<file path="config.mk">
export PLATFORM = sky130hd
export DESIGN_NAME = rca_seq_adder_flat
export DESIGN_NICKNAME = d
export VERILOG_FILES = /design/src/rtl/rca_pkg.sv /design/src/rtl/rca_seq_adder_if.sv /design/src/rtl/rca_slice.sv /design/src/rtl/rca_seq_adder.sv /design/src/flat_wrapper.sv
export SDC_FILE = /design/constraint.sdc
export NUM_CORES = 1
export LEC_CHECK = 0
export CAP_MARGIN = 25
export CELL_PAD_IN_SITES_DETAIL_PLACEMENT = 1
export CELL_PAD_IN_SITES_GLOBAL_PLACEMENT = 1
export CORE_MARGIN = 4
export CORE_UTILIZATION = 35
export DETAILED_ROUTE_END_ITERATION = 10
export HOLD_SLACK_MARGIN = 0.1
export MAX_ROUTING_LAYER = met4
export PLACE_DENSITY = 0.66
export SYNTH_ARGS = -nofsm -noshare
export SYNTH_HDL_FRONTEND = slang
export SYNTH_SLANG_ARGS = --single-unit
export TNS_END_PERCENT = 30
</file>
<file path="constraint.sdc">
create_clock -name clk -period 4 [get_ports clk]
set_input_delay 0.6 -clock clk [delete_from_list [all_inputs] [get_ports clk]]
set_output_delay 0.6 -clock clk [all_outputs]
set_load 0.005 [all_outputs]
</file>
<file path="src/rtl/rca_pkg.sv">
// Shared types and elaboration helpers for the sequential ripple-carry add/subtract unit.
package rca_pkg;

  typedef enum logic [1:0] {
    IDLE = 2'd0,
    BUSY = 2'd1,
    DONE = 2'd2
  } state_t;

  // Number of slice passes needed for one full-width operation.
  function automatic int nchunk(input int width, input int chunk);
    return width / chunk;
  endfunction

  // A legal configuration splits the operand into whole, non-empty slices.
  function automatic bit cfg_ok(input int width, input int chunk);
    return (chunk >= 1) && (chunk <= width) && ((width % chunk) == 0);
  endfunction

  // Slice index counter width; a single-slice configuration still needs one bit.
  function automatic int idx_width(input int n);
    return (n > 1) ? $clog2(n) : 1;
  endfunction

endpackage

</file>
<file path="src/rtl/rca_seq_adder_if.sv">
// Operand/result handshake bundle between producers, the adder and consumers.
interface rca_seq_adder_if #(
  parameter int WIDTH = 16
);
  logic             in_valid;
  logic             in_ready;
  logic [WIDTH-1:0] a;
  logic [WIDTH-1:0] b;
  logic             cin;
  logic             sub;
  logic             out_valid;
  logic             out_ready;
  logic [WIDTH-1:0] sum;
  logic             cout;
  logic             ovf;

  // Operand producer / result consumer side.
  modport master (
    output in_valid, a, b, cin, sub, out_ready,
    input  in_ready, out_valid, sum, cout, ovf
  );

  // Arithmetic unit side.
  modport slave (
    input  in_valid, a, b, cin, sub, out_ready,
    output in_ready, out_valid, sum, cout, ovf
  );
endinterface

</file>
<file path="src/rtl/rca_slice.sv">
// Combinational CHUNK-bit ripple of full-adder cells; also exposes the carry into its top bit
// so the parent can form the signed-overflow flag on the final slice.
module rca_slice #(
  parameter int CHUNK = 4
) (
  input  logic [CHUNK-1:0] a,
  input  logic [CHUNK-1:0] b,
  input  logic             ci,
  output logic [CHUNK-1:0] s,
  output logic             co,
  output logic             c_msb
);

  logic [CHUNK:0] c;

  // Ripple the carry bit by bit from ci upward.
  always_comb begin
    // NOTE: every variable gets a value before the loop so no path leaves one unassigned (no latch).
    s    = '0;
    c    = '0;
    c[0] = ci;
    for (int i = 0; i < CHUNK; i++) begin
      s[i]     = a[i] ^ b[i] ^ c[i];
      c[i + 1] = (a[i] & b[i]) | (c[i] & (a[i] ^ b[i]));
    end
  end

  assign co    = c[CHUNK];
  assign c_msb = c[CHUNK-1];

endmodule

</file>
<file path="src/rtl/rca_seq_adder.sv">
// Multi-cycle ripple-carry add/subtract unit: one shared CHUNK-bit slice is stepped across the
// WIDTH-bit operands, one slice per clock, with valid/ready handshakes on both sides.
module rca_seq_adder
  import rca_pkg::*;
#(
  parameter int WIDTH = 16,
  parameter int CHUNK = 4
) (
  input logic            clk,
  input logic            rst,
  rca_seq_adder_if.slave bus
);

  localparam int NCHUNK = nchunk(WIDTH, CHUNK);
  localparam int IDX_W  = idx_width(NCHUNK);
  localparam logic [IDX_W-1:0] LAST_IDX = IDX_W'(NCHUNK - 1);

  if (!cfg_ok(WIDTH, CHUNK)) begin : g_cfg_err
    $error("rca_seq_adder: WIDTH (%0d) must be a non-zero multiple of CHUNK (%0d)", WIDTH, CHUNK);
  end

  state_t           state;
  logic [IDX_W-1:0] idx;
  logic             carry_r;
  logic [WIDTH-1:0] a_r;
  logic [WIDTH-1:0] b_r;
  logic [WIDTH-1:0] sum_r;
  logic             cout_r;
  logic             ovf_r;
  logic             out_valid_r;
  logic             in_ready_r;

  logic [CHUNK-1:0] slice_a;
  logic [CHUNK-1:0] slice_b;
  logic [CHUNK-1:0] slice_s;
  logic             slice_co;
  logic             slice_cmsb;

  // Select the operand slice addressed by the current index.
  assign slice_a = a_r[idx*CHUNK +: CHUNK];
  assign slice_b = b_r[idx*CHUNK +: CHUNK];

  rca_slice #(
    .CHUNK (CHUNK)
  ) u_slice (
    .a     (slice_a),
    .b     (slice_b),
    .ci    (carry_r),
    .s     (slice_s),
    .co    (slice_co),
    .c_msb (slice_cmsb)
  );

  // Control FSM plus datapath registers; every output is registered.
  always_ff @(posedge clk or posedge rst) begin
    if (rst) begin
      // NOTE: operand registers are reset along with control so no X ever reaches the slice.
      state       <= IDLE;
      idx         <= '0;
      carry_r     <= 1'b0;
      a_r         <= '0;
      b_r         <= '0;
      sum_r       <= '0;
      cout_r      <= 1'b0;
      ovf_r       <= 1'b0;
      out_valid_r <= 1'b0;
      in_ready_r  <= 1'b0;
    end else begin
      // NOTE: non-blocking throughout so every register samples pre-edge values.
      case (state)
        IDLE: begin
          in_ready_r <= 1'b1;
          if (bus.in_valid && in_ready_r) begin
            // Subtract is a + ~b + 1: invert B once here and seed the carry with 1.
            a_r        <= bus.a;
            b_r        <= bus.sub ? ~bus.b : bus.b;
            carry_r    <= bus.sub ? 1'b1 : bus.cin;
            idx        <= '0;
            in_ready_r <= 1'b0;
            state      <= BUSY;
          end
        end
        BUSY: begin
          sum_r[idx*CHUNK +: CHUNK] <= slice_s;
          carry_r                   <= slice_co;
          if (idx == LAST_IDX) begin
            cout_r      <= slice_co;
            ovf_r       <= slice_cmsb ^ slice_co;
            out_valid_r <= 1'b1;
            idx         <= '0;
            state       <= DONE;
          end else begin
            idx <= idx + 1'b1;
          end
        end
        DONE: begin
          if (bus.out_ready) begin
            out_valid_r <= 1'b0;
            in_ready_r  <= 1'b1;
            state       <= IDLE;
          end
        end
        default: begin
          out_valid_r <= 1'b0;
          in_ready_r  <= 1'b0;
          state       <= IDLE;
        end
      endcase
    end
  end

  assign bus.in_ready  = in_ready_r;
  assign bus.out_valid = out_valid_r;
  assign bus.sum       = sum_r;
  assign bus.cout      = cout_r;
  assign bus.ovf       = ovf_r;

endmodule

</file>
<file path="src/flat_wrapper.sv">
// flat-port wrapper written by rule: the top's interface ports become plain ports
module rca_seq_adder_flat import rca_pkg::*;
#(
  parameter int WIDTH = 16,
  parameter int CHUNK = 4
)
  (clk, rst, bus_in_valid, bus_a, bus_b, bus_cin, bus_sub, bus_out_ready, bus_in_ready, bus_out_valid, bus_sum, bus_cout, bus_ovf);
  rca_seq_adder_if #(.WIDTH(WIDTH)) bus_i ();
  input logic clk;
  input logic rst;
  input wire logic [$bits(bus_i.in_valid)-1:0] bus_in_valid;
  input wire logic [$bits(bus_i.a)-1:0] bus_a;
  input wire logic [$bits(bus_i.b)-1:0] bus_b;
  input wire logic [$bits(bus_i.cin)-1:0] bus_cin;
  input wire logic [$bits(bus_i.sub)-1:0] bus_sub;
  input wire logic [$bits(bus_i.out_ready)-1:0] bus_out_ready;
  output wire logic [$bits(bus_i.in_ready)-1:0] bus_in_ready;
  output wire logic [$bits(bus_i.out_valid)-1:0] bus_out_valid;
  output wire logic [$bits(bus_i.sum)-1:0] bus_sum;
  output wire logic [$bits(bus_i.cout)-1:0] bus_cout;
  output wire logic [$bits(bus_i.ovf)-1:0] bus_ovf;
  assign bus_i.in_valid = bus_in_valid;
  assign bus_i.a = bus_a;
  assign bus_i.b = bus_b;
  assign bus_i.cin = bus_cin;
  assign bus_i.sub = bus_sub;
  assign bus_i.out_ready = bus_out_ready;
  assign bus_in_ready = bus_i.in_ready;
  assign bus_out_valid = bus_i.out_valid;
  assign bus_sum = bus_i.sum;
  assign bus_cout = bus_i.cout;
  assign bus_ovf = bus_i.ovf;
  rca_seq_adder #(.WIDTH(WIDTH), .CHUNK(CHUNK)) u_core (.clk(clk), .rst(rst), .bus(bus_i));
endmodule
</file>
Yosys cells after proc, flatten, opt, wreduce, memory -nomap -nowiden
Cells that the tools add are included.

Reduce and logical (&&, ||, !) cells: 9. Bitwise operators: 24. Add/subtract/negate cells: 2. Muxes and demuxes: 18. Eq/ne operators: 6. Shift-type cells: 4.

Operators with widths (count): negation 4 -> 34 bit (1); variable shift 4 x 34 -> 16 bit (first input constant) (1); indexed part select 4 x 34 -> 16 bit (1); indexed part select 16 x 5 -> 4 bit (2); bitwise mux 16 bit (1); 2-to-1 mux 16 bit (1); inverter 16 bit (1); 2-to-1 mux 2 bit (5); bitwise XOR 1 bit (9); bitwise AND 1 bit (8); AND reduction 2 bit (4); 2-to-1 mux 1 bit (6); case mux 1 bit (3 select lines) (2); case mux 2 bit (3 select lines) (1); AND reduction 3 bit (2); equality test 2 bit (second input constant) (2); != test 2 x 1 -> 1 bit (second input constant) (2); OR 1 bit (4); case mux 2 bit (2 select lines) (1); adder 2 x 1 -> 2 bit (second input constant) (1); equality test 2 x 1 -> 1 bit (second input constant) (1); zero test 2 bit (1); != test 2 bit (second input constant) (1); inverter 1 bit (2); other kinds (3) (3).

Register bits: 57. Input bits: 38. Output and inout bits: 20. Logic and storage cells: 73.

Logic depth before layout (Yosys ltp)
Gate-level depths: netlist of the first run.

Depth after elaboration: 11. Mapped depth: 8. Depth with buffers taken out: 7.

Modules after synthesis
From an unflattened synthesis of the first run, not the netlist that was laid out.

Cells, all modules: 228. Area, all modules: 2896.5 um2.

Modules (own cells, without submodules): rca_seq_adder (sequential area each 1426.4 um2, instances 1, area each 2786.4 um2, cells an instance 216); rca_slice (sequential area each 0.0 um2, instances 1, area each 110.1 um2, cells an instance 12).

Worst setup path before layout of the first run
OpenSTA, ideal clock, no wires.

Path kind: reg2reg. Start point: register u_core.idx[0]. End point: register u_core.carry_r. Cell stages (with the launch flop): 8. Required time: 3.877 ns. Library setup time: 0.123 ns. Path buffers: 1. Slack: 0.771 ns. Data arrival time: 3.106 ns. Clock period less this slack: 3.229 ns. Cell sequence: dfrtp_1 buf_4 mux4_2 fa_1 fa_1 fa_1 fa_1 o221a_2.

Longest elaborated chain between the ends: 11. Elaborated cells between the ends (all ways): 19. Classes of those cells: 2 x shift; 1 x mux; 16 x bitwise.

Ends and longest elaborated chain: start: declaration (line rca_seq_adder.sv:23) `logic [IDX_W-1:0] idx;`; start signal: assignment (line rca_seq_adder.sv:93) `idx <= idx + 1'b1;`; indexed part select 16 x 5 -> 4 bit, on equally long branches (line rca_seq_adder.sv:40, rca_seq_adder.sv:41); bitwise XOR 1 bit (line rca_slice.sv:24) `c[i + 1] = (a[i] & b[i]) | (c[i] & (a[i] ^ b[i]));`; bitwise AND 1 bit (line rca_slice.sv:24); OR 1 bit (line rca_slice.sv:24); bitwise AND 1 bit (line rca_slice.sv:24); OR 1 bit (line rca_slice.sv:24); bitwise AND 1 bit (line rca_slice.sv:24); OR 1 bit (line rca_slice.sv:24); bitwise AND 1 bit (line rca_slice.sv:24); OR 1 bit (*) (line rca_slice.sv:24); named net u_core.slice_co (line rca_seq_adder.sv:36) `logic slice_co;`; case mux 1 bit (2 select lines) (*) (line rca_seq_adder.sv:70) `case (state)`; end signal: assignment (line rca_seq_adder.sv:77) `carry_r <= bus.sub ? 1'b1 : bus.cin;`; end signal: assignment (line rca_seq_adder.sv:85) `carry_r <= slice_co;`; end: declaration (line rca_seq_adder.sv:24) `logic carry_r;`.

Mark *: on every way through the listed nets, which the timed path passes. The rest lies on a longest branch. A chain may end at the register's enable or synchronous reset.

Final worst setup path of the first run
Start point: register u_core.idx[0]. End point: register u_core.sum_r[3], in the netlist u_core.bus.sum[3].

Longest elaborated chain between the ends: 11. Elaborated cells between the ends (all ways): 23. Classes of those cells: 1 x add/sub; 4 x shift; 1 x mux; 17 x bitwise.

Ends and longest elaborated chain: indexed part select 16 x 5 -> 4 bit, on equally long branches (line rca_seq_adder.sv:40, rca_seq_adder.sv:41); bitwise XOR 1 bit (line rca_slice.sv:23, rca_slice.sv:24); bitwise AND 1 bit (line rca_slice.sv:24); OR 1 bit (line rca_slice.sv:24); bitwise AND 1 bit (line rca_slice.sv:24); OR 1 bit (line rca_slice.sv:24); bitwise AND 1 bit (line rca_slice.sv:24); OR 1 bit (line rca_slice.sv:24); bitwise XOR 1 bit (line rca_slice.sv:23) `s[i] = a[i] ^ b[i] ^ c[i];`; indexed part select 4 x 34 -> 16 bit (line rca_seq_adder.sv:84) `sum_r[idx*CHUNK +: CHUNK] <= slice_s;`; bitwise mux 16 bit (*) (line rca_seq_adder.sv:84); end signal: indexed assignment (line rca_seq_adder.sv:84); end: declaration (line rca_seq_adder.sv:27) `logic [WIDTH-1:0] sum_r;`.

Every way passes the cells marked *; elsewhere a longest branch is shown, timed or not.

==> results.md, run 1 <==
- Status: finished, final reports clean
- Final ANT Viol Nets: 0
- Layout cells sized above 1: 0.2037
- Syn-to-layout area delta: 29.18%
- Synth Warn #: 0
- HPWL after DPL: 4594 um
- Setup violations, final: 0
- # resized after CTS: 0
- Period minus WS final: 3.143 ns
- TritonCTS Buffers: 9
- Sequential share of power: 0.344
- CP endpoint kind: register
- H-tree depth: 3
- Metal2 WL: 2833 um
- First-pass GRT wire length: 10180 um
- DR top layer: met4
- Syn Area/Cell: 13.66 um2
- Fmax: 0.3181 GHz
- Critical path's most frequent cell: fa_1
- Sequential cell area fraction in the yosys report: 0.5094
- CP max FO: 15
- Slowest cell delay on critical path: 0.52 ns
- Total gr overflow: 0
- Crit-path slowest cell: fa_1
- Sw frac: 0.3713
- Synthesized area: 0.002800 mm2
- Initial detailed-routing violation count: 29
- DRC violations left: 0
- Combinational power share: 0.497
- Final hold viol count: 0
- First-pass DRT Iterations: 4
- Clk Tree Root Cell: clkbuf_8
- Hold_buf cts: 0
- Initial Util: 0.3605
- Clock sink count: 57
- P per Cell Area: 825.6 mW/mm2
- Die X: 97.45 um
- RSZ-0062 raised after global routing: false
- Leak pwr: 1.507 nW
- Core Area: 0.007767 mm2
- Hold crit path type: reg -> reg
- Ant diodes: 0
- Routed length on met1: 2745 um
- CP top delay family: adder cells
- WL per Instance: 16.11 um
- Most frequent cells in the layout: clkdlybuf4s50_1, dfrtp_1, nor2_1
- Clock Path Buffers: 2
- IO buf count: 57
- Die ar.: 0.009496 mm2
- Slew @ Worst Pin: 0.9659 ns
- Final nets: 313
- R2R setup slack: 0.86 ns
- Peak VDD IR: 0.3287 mV
- Max-cap violation count: 0
- GP Congestion: 0.7280
- # IOs: 58
- Clk_lat worst skew: 0.33 ns
- Initial antenna violation count: 0
- Aggregate routed wire length: 5993 um
- Reg clk slew, reported paths: 0.06 ns
- Crit-path cells: buf_4 -> mux4_2 -> fa_1 -> fa_1 -> fa_1 -> fa_1 -> a22o_1
- Post-CTS setup buffer count: 0
- Setup Skew: 0.005579 ns
- Post-synthesis register bit count: 57
- # rows: 32
- Fin crit share: 0.7858
- Synth unique cells: 31
- Filler cells: 824
- Int Pwr: 1.877 mW
- Critical path data arrival time: 3.36 ns
- Hold slack: 0.4810 ns
- Cell count after synthesis: 205
- Sw Pwr: 1.109 mW
- Worst setup SP type: register
- Slew HR: 0.3560
- Buffers & Inverters on Critical Path: 1
- Clock power frac: 0.160
- DIE HEIGHT: 97.45 um
- Pin count of the biggest net entering global routing: 35
- Total nets after synthesis: 253
- Crit Path Class: reg -> reg
- Met3 wire length: 302 um
- Setup TNS: 0 ns
- Number of global-route vias before repair: 2046
- Final Max Slew Viols: 0
- CTS tree: done
- Vias per Instance: 4.927
- GRT Overall Usage: 0.1403
- WP data required: 4.21 ns
- Vias: 1833
state kept, by name, summed over array words and instances, names as in the netlist:
| name | cells |
|---|---|
| u_core.a_r | 16 |
| u_core.bus.ovf | 1 |
| u_core.bus.sum | 16 |
| u_core.bus.out_valid | 1 |
| u_core.state | 2 |
| u_core.bus.cout | 1 |
| u_core.bus.in_ready | 1 |
| u_core.idx | 2 |
| u_core.carry_r | 1 |
| u_core.b_r | 16 |
synthesized netlist by cell type (all sizes together):
cell | n | area (um2)
a211oi | 1 | 7.510
a21oi | 18 | 90.09
a22o | 16 | 140.1
a31oi | 1 | 6.260
and4bb | 1 | 12.51
buf | 11 | 87.58
clkbuf | 1 | 5.000
dfrtp | 57 | 1426
fa | 4 | 80.08
ha | 6 | 75.07
inv | 5 | 18.76
mux2 | 17 | 247.7
mux4 | 8 | 180.2
nand2 | 4 | 15.01
nand2b | 2 | 12.51
nand3b | 5 | 62.56
nor2 | 19 | 71.32
nor2b | 1 | 6.260
nor4 | 3 | 46.29
nor4b | 1 | 15.01
o21ai | 4 | 20.02
o221a | 1 | 11.26
o22ai | 1 | 6.260
o31ai | 1 | 7.510
xnor2 | 17 | 148.9
power groups by stage:
stage                     Sequential [mW]  Clock (mW)  Combinational (mW)
after CTS                            1.03       0.492                1.52
final                                1.03       0.476                1.48
after global routing                 1.06       0.521                1.64
after floorplan                     0.968           0                1.07
after global placement               1.03           0                1.47
after detailed placement             1.04           0                1.52
stage by stage:
stage / setup WS [ns] / area [um2] / total power [mW] / utilization / std cells
2_1_floorplan: 0.7711 / 2800 / 2.043 / - / 205
3_3_place_gp: 0.9237 / 3436 / 2.504 / 0.4423 / 356
3_5_place_dp: 0.8740 / 3436 / 2.558 / 0.4423 / 356
4_1_cts: 0.8404 / 3617 / 3.042 / 0.4657 / 372
5_1_grt: 0.7092 / 3617 / 3.230 / 0.4657 / 372
6_report: 0.8567 / 3617 / 2.986 / 0.4657 / 372
layer usage:
metal	up-vias	GRT usage
met5	-	-
li1	857	-
met1	917	0.1791
met3	9	0.03087
met2	50	0.2109
met4	0	0.07029
worst paths after layout:
kind	startpoint	end	cells past startpoint
max in group asynchronous	rst	u_core.b_r[5]	3
max	u_core.idx[0]	u_core.bus.sum[3]	7
max reg2reg	u_core.idx[0]	u_core.bus.sum[3]	7
min reg2reg	u_core.bus.out_valid	u_core.bus.out_valid	2
min	u_core.bus.out_valid	u_core.bus.out_valid	2
min in group asynchronous	rst	u_core.bus.sum[1]	2
logic make-up (layout without fill, tap and decap cells):
| family | Yosys count | count (layout) | synth area share |
|---|---|---|---|
| compound gates | 43 | 43 | 0.1032 |
| xor+xnor | 17 | 17 | 0.05317 |
| simple gates | 36 | 36 | 0.08623 |
| fa+ha+maj | 10 | 10 | 0.05541 |
| flops | 57 | 57 | 0.5094 |
| buf+inv | 17 | 82 | 0.03976 |
| mux | 25 | 25 | 0.1528 |
final cells by class:
| type | instances | area (um2) | share of cell area |
|---|---|---|---|
| clock inverters | 5 | 30.03 | 0.008302 |
| flip-flops and latches | 57 | 1426 | 0.3943 |
| clock buffers | 11 | 151.4 | 0.04185 |
| repair buffers | 61 | 600.6 | 0.1660 |
| inverters | 5 | 18.77 | 0.005189 |
| well taps | 102 | 127.6 | 0.03528 |
| multi-input cells | 131 | 1262 | 0.3490 |
tightest hold or removal path: stages (launching register included):
cell and delay [ns]:
dfrtp_1 0.34, nand2_1 0.05, nand2_1 0.06
Note: power is estimated with default switching activity, not from simulation.
==> inputs of run 2 (changes only) <==
Settings changed: PLACE_DENSITY 0.66 to 0.69.
Clock period 4 ns to 2.7 ns, I/O delays scaled along.
==> run 2 against run 1 <==
  * Sequential power up 48%
  * Count of clock-buffer cells in the layout up 2
  * Largest cell class unchanged
  * Routed wire length up 7.3%
  * Design area up 3.6%
  * First-iteration DRC count up 62%
  * Critical path depth down 1
  * Flip-flop and latch count unchanged
  * Combinational power up 64%
  * The flow now finishes with violations (negative setup slack)
  * Die area unchanged
  * Largest power group unchanged
  * Via count up 2.2%
==> results.md, run 2 (synthesis results as in run 1) <==
- Core Area: 0.007767 mm2 (unchanged)
- Setup TNS: -0.3940 ns (was 0 ns)
- P per Cell Area: 1258 mW/mm2 (was 825.6 mW/mm2)
- CTS tree: done (unchanged)
- Initial detailed-routing violation count: 47 (was 29)
- H-tree depth: 3 (unchanged)
- WP data required: 2.92 ns (was 4.21 ns)
- Final hold viol count: 0 (unchanged)
- Fmax: 0.3597 GHz (was 0.3181 GHz)
- Initial antenna violation count: 0 (unchanged)
- # IOs: 58 (unchanged)
- HPWL after DPL: 4832 um (was 4594 um)
- Setup Skew: 0.006038 ns (was 0.005579 ns)
- Slew @ Worst Pin: 0.7140 ns (was 0.9659 ns)
- # rows: 32 (unchanged)
- Worst r2r src: u_core.idx[1] (was u_core.idx[0])
- CP endpoint kind: register (unchanged)
- WHS Endpoint: u_core.bus.out_valid (unchanged)
- Final Max Slew Viols: 0 (unchanged)
- Fin area: 0.003749 mm2 (was 0.003617 mm2)
- Crit-path slowest cell: mux4_2 (was fa_1)
- First-pass DRT Iterations: 4 (unchanged)
- Pin count of the biggest net entering global routing: 40 (was 35)
- Initial Util: 0.3605 (unchanged)
- Violated checks: negative setup slack
- Dpl ws: -0.1313 ns (was 0.8740 ns)
- Final ANT Viol Nets: 0 (unchanged)
- Setup violations, final: 7 (was 0)
- Filler cells: 835 (was 824)
- Min-Delay Startpoint: u_core.bus.out_valid (unchanged)
- Setup WS post-layout: -0.08014 ns (was 0.8567 ns)
- Critical path data arrival time: 3.00 ns (was 3.36 ns)
- Period minus WS final: 2.780 ns (was 3.143 ns)
- Fin crit share: 1.030 (was 0.7858)
- RSZ-0062 raised after global routing: true (was false)
- Clk Tree Root Cell: clkbuf_8 (unchanged)
- Total gr overflow: 0 (unchanged)
- Final nets: 328 (was 313)
- Reg clk slew, reported paths: 0.06 ns (about the same)
- Placed Instances: 370 (was 356)
- DIE HEIGHT: 97.45 um (unchanged)
- Slowest cell delay on critical path: 0.53 ns (was 0.52 ns)
- Cell Area, Placed: 0.003552 mm2 (was 0.003436 mm2)
- Final Non-Filler Cells: 387 (was 372)
- Critical path's most frequent cell: fa_2 (was fa_1)
- Ant diodes: 0 (unchanged)
- Clock sink count: 57 (unchanged)
- Depth of the worst hold-timing path: 2 (unchanged)
- Number of global-route vias before repair: 2020 (was 2046)
- # resized after CTS: 0 (unchanged)
- Hold crit path type: reg -> reg (unchanged)
- Syn-to-layout area delta: 33.87% (was 29.18%)
- Aggregate routed wire length: 6428 um (was 5993 um)
- Vias: 1873 (was 1833)
- Layout cells sized above 1: 0.2526 (was 0.2037)
- Leading cell type in the layout, fill and taps excluded: clkdlybuf4s50_1
- CP max FO: 4 (was 15)
- R2R cell count: 6 (was 7)
- Die ar.: 0.009496 mm2 (unchanged)
- Slew HR: 0.5233 (was 0.3560)
- IO buf count: 57 (unchanged)
- WL per Instance: 16.61 um (was 16.11 um)
- Crit-path cells: mux4_2 -> fa_2 -> fa_2 -> fa_2 -> fa_2 -> a22o_1 (was buf_4 -> mux4_2 -> fa_1 -> fa_1 -> fa_1 -> fa_1 -> a22o_1)
- R2R setup slack: -0.08 ns (was 0.86 ns)
- GP Congestion: 0.8148 (was 0.7280)
- Peak VDD IR: 0.4557 mV (was 0.3287 mV)
- Status: finished with violations (was finished, final reports clean)
- Die X: 97.45 um (unchanged)
- Final core occ: 0.4826 (was 0.4657)
- Worst setup SP type: register (unchanged)
- Clock Path Buffers: 2 (unchanged)
- Leak pwr: 1.582 nW (was 1.507 nW)
- Vias per Instance: 4.840 (was 4.927)
- Clk_lat worst skew: 0.34 ns (was 0.33 ns)
- Max-cap violation count: 0 (unchanged)
- Reg2reg end: u_core.bus.sum[15] (was u_core.bus.sum[3])
- First-pass GRT wire length: 10620 um (was 10180 um)
- Buffers & Inverters on Critical Path: 0 (was 1)
- TritonCTS Buffers: 9 (unchanged)
- Most frequent cells in the layout: clkdlybuf4s50_1, dfrtp_1, nor2_1, buf_4, a21oi_1 (was clkdlybuf4s50_1, dfrtp_1, nor2_1)
- GRT Overall Usage: 0.1479 (was 0.1403)
- Crit Path Class: reg -> reg (unchanged)
- CP top delay family: adder cells (unchanged)
- DRC violations left: 0 (unchanged)
==> run 2: changes by cell type in the layout (fill, tap and decap cells not counted) <==
cell,previous run,this run
buf_4,4,19
fa_1,4,0
fa_2,0,4
clkbuf_1,0,3
clkinvlp_4,2,0
bufinv_16,0,1
clkbuf_8,11,10
clkinv_2,3,2
dfrtp_1,57,56
dfrtp_2,0,1
==> run 2: worst register-to-register path, stage by stage (launching register included) <==
cell and delay, ns:
dfrtp_1 0.36, mux4_2 0.53, fa_2 0.38, fa_2 0.35
fa_2 0.37, fa_2 0.46, a22o_1 0.22
==> run 2: per-layer routing <==
layer / wire length, um / GRT usage
met1: 2885 / 0.1828
met2: 3127 / 0.2325
met3: 290 / 0.03733
met4: 124 / 0.06070
met5: 0 / -
==> run 2: worst max path at each step <==
stage | start | end | slack (ns) | cells past startpoint
floorplan | u_core.idx[0] | u_core.carry_r | -0.25 | 7
global placement | u_core.idx[1] | u_core.bus.sum[15] | -0.07 | 6
detailed placement | u_core.a_r[12] | u_core.bus.sum[15] | -0.13 | 6
CTS | u_core.a_r[12] | u_core.bus.sum[15] | -0.14 | 6
global route | u_core.idx[1] | u_core.bus.sum[15] | -0.14 | 6
finish | u_core.idx[1] | u_core.bus.sum[15] | -0.08 | 6
==> run 2: stage by stage <==
stage / power [mW] / hold WS, ns
finish: 4.715 / 0.4767
global route: 5.084 / 0.5127
CTS: 4.808 / 0.4854
detailed placement: 3.997 / 0.4719
global placement: 3.901 / 0.4691
floorplan: 3.098 / 0.4685
==> run 2: power breakdown <==
group / switching [mW] / internal [mW]
clock network: 0.329 / 0.449
logic: 1.08 / 1.34
registers: 0.276 / 1.24
==> run 2: repair_timing <==
item                                    CTS  global route
endpoints found under the setup margin    7             7
cloned                                    0             0
endpoints found under the hold margin     0             0
pin swaps                                 3             1
hold buffers                              0             0
setup buffers                             1             0
==> run 2: area by class of cell <==
cell class                      instances  area [um2]  share of cell area
Clock buffer                           13       148.9             0.03972
Clock inverter                          3       40.04             0.01068
Inverter                                5       18.77            0.005007
Multi-Input combinational cell        131        1272              0.3395
Sequential cell                        57        1428              0.3808
Tap cell                              102       127.6             0.03405
Timing Repair Buffer                   76       713.2              0.1903
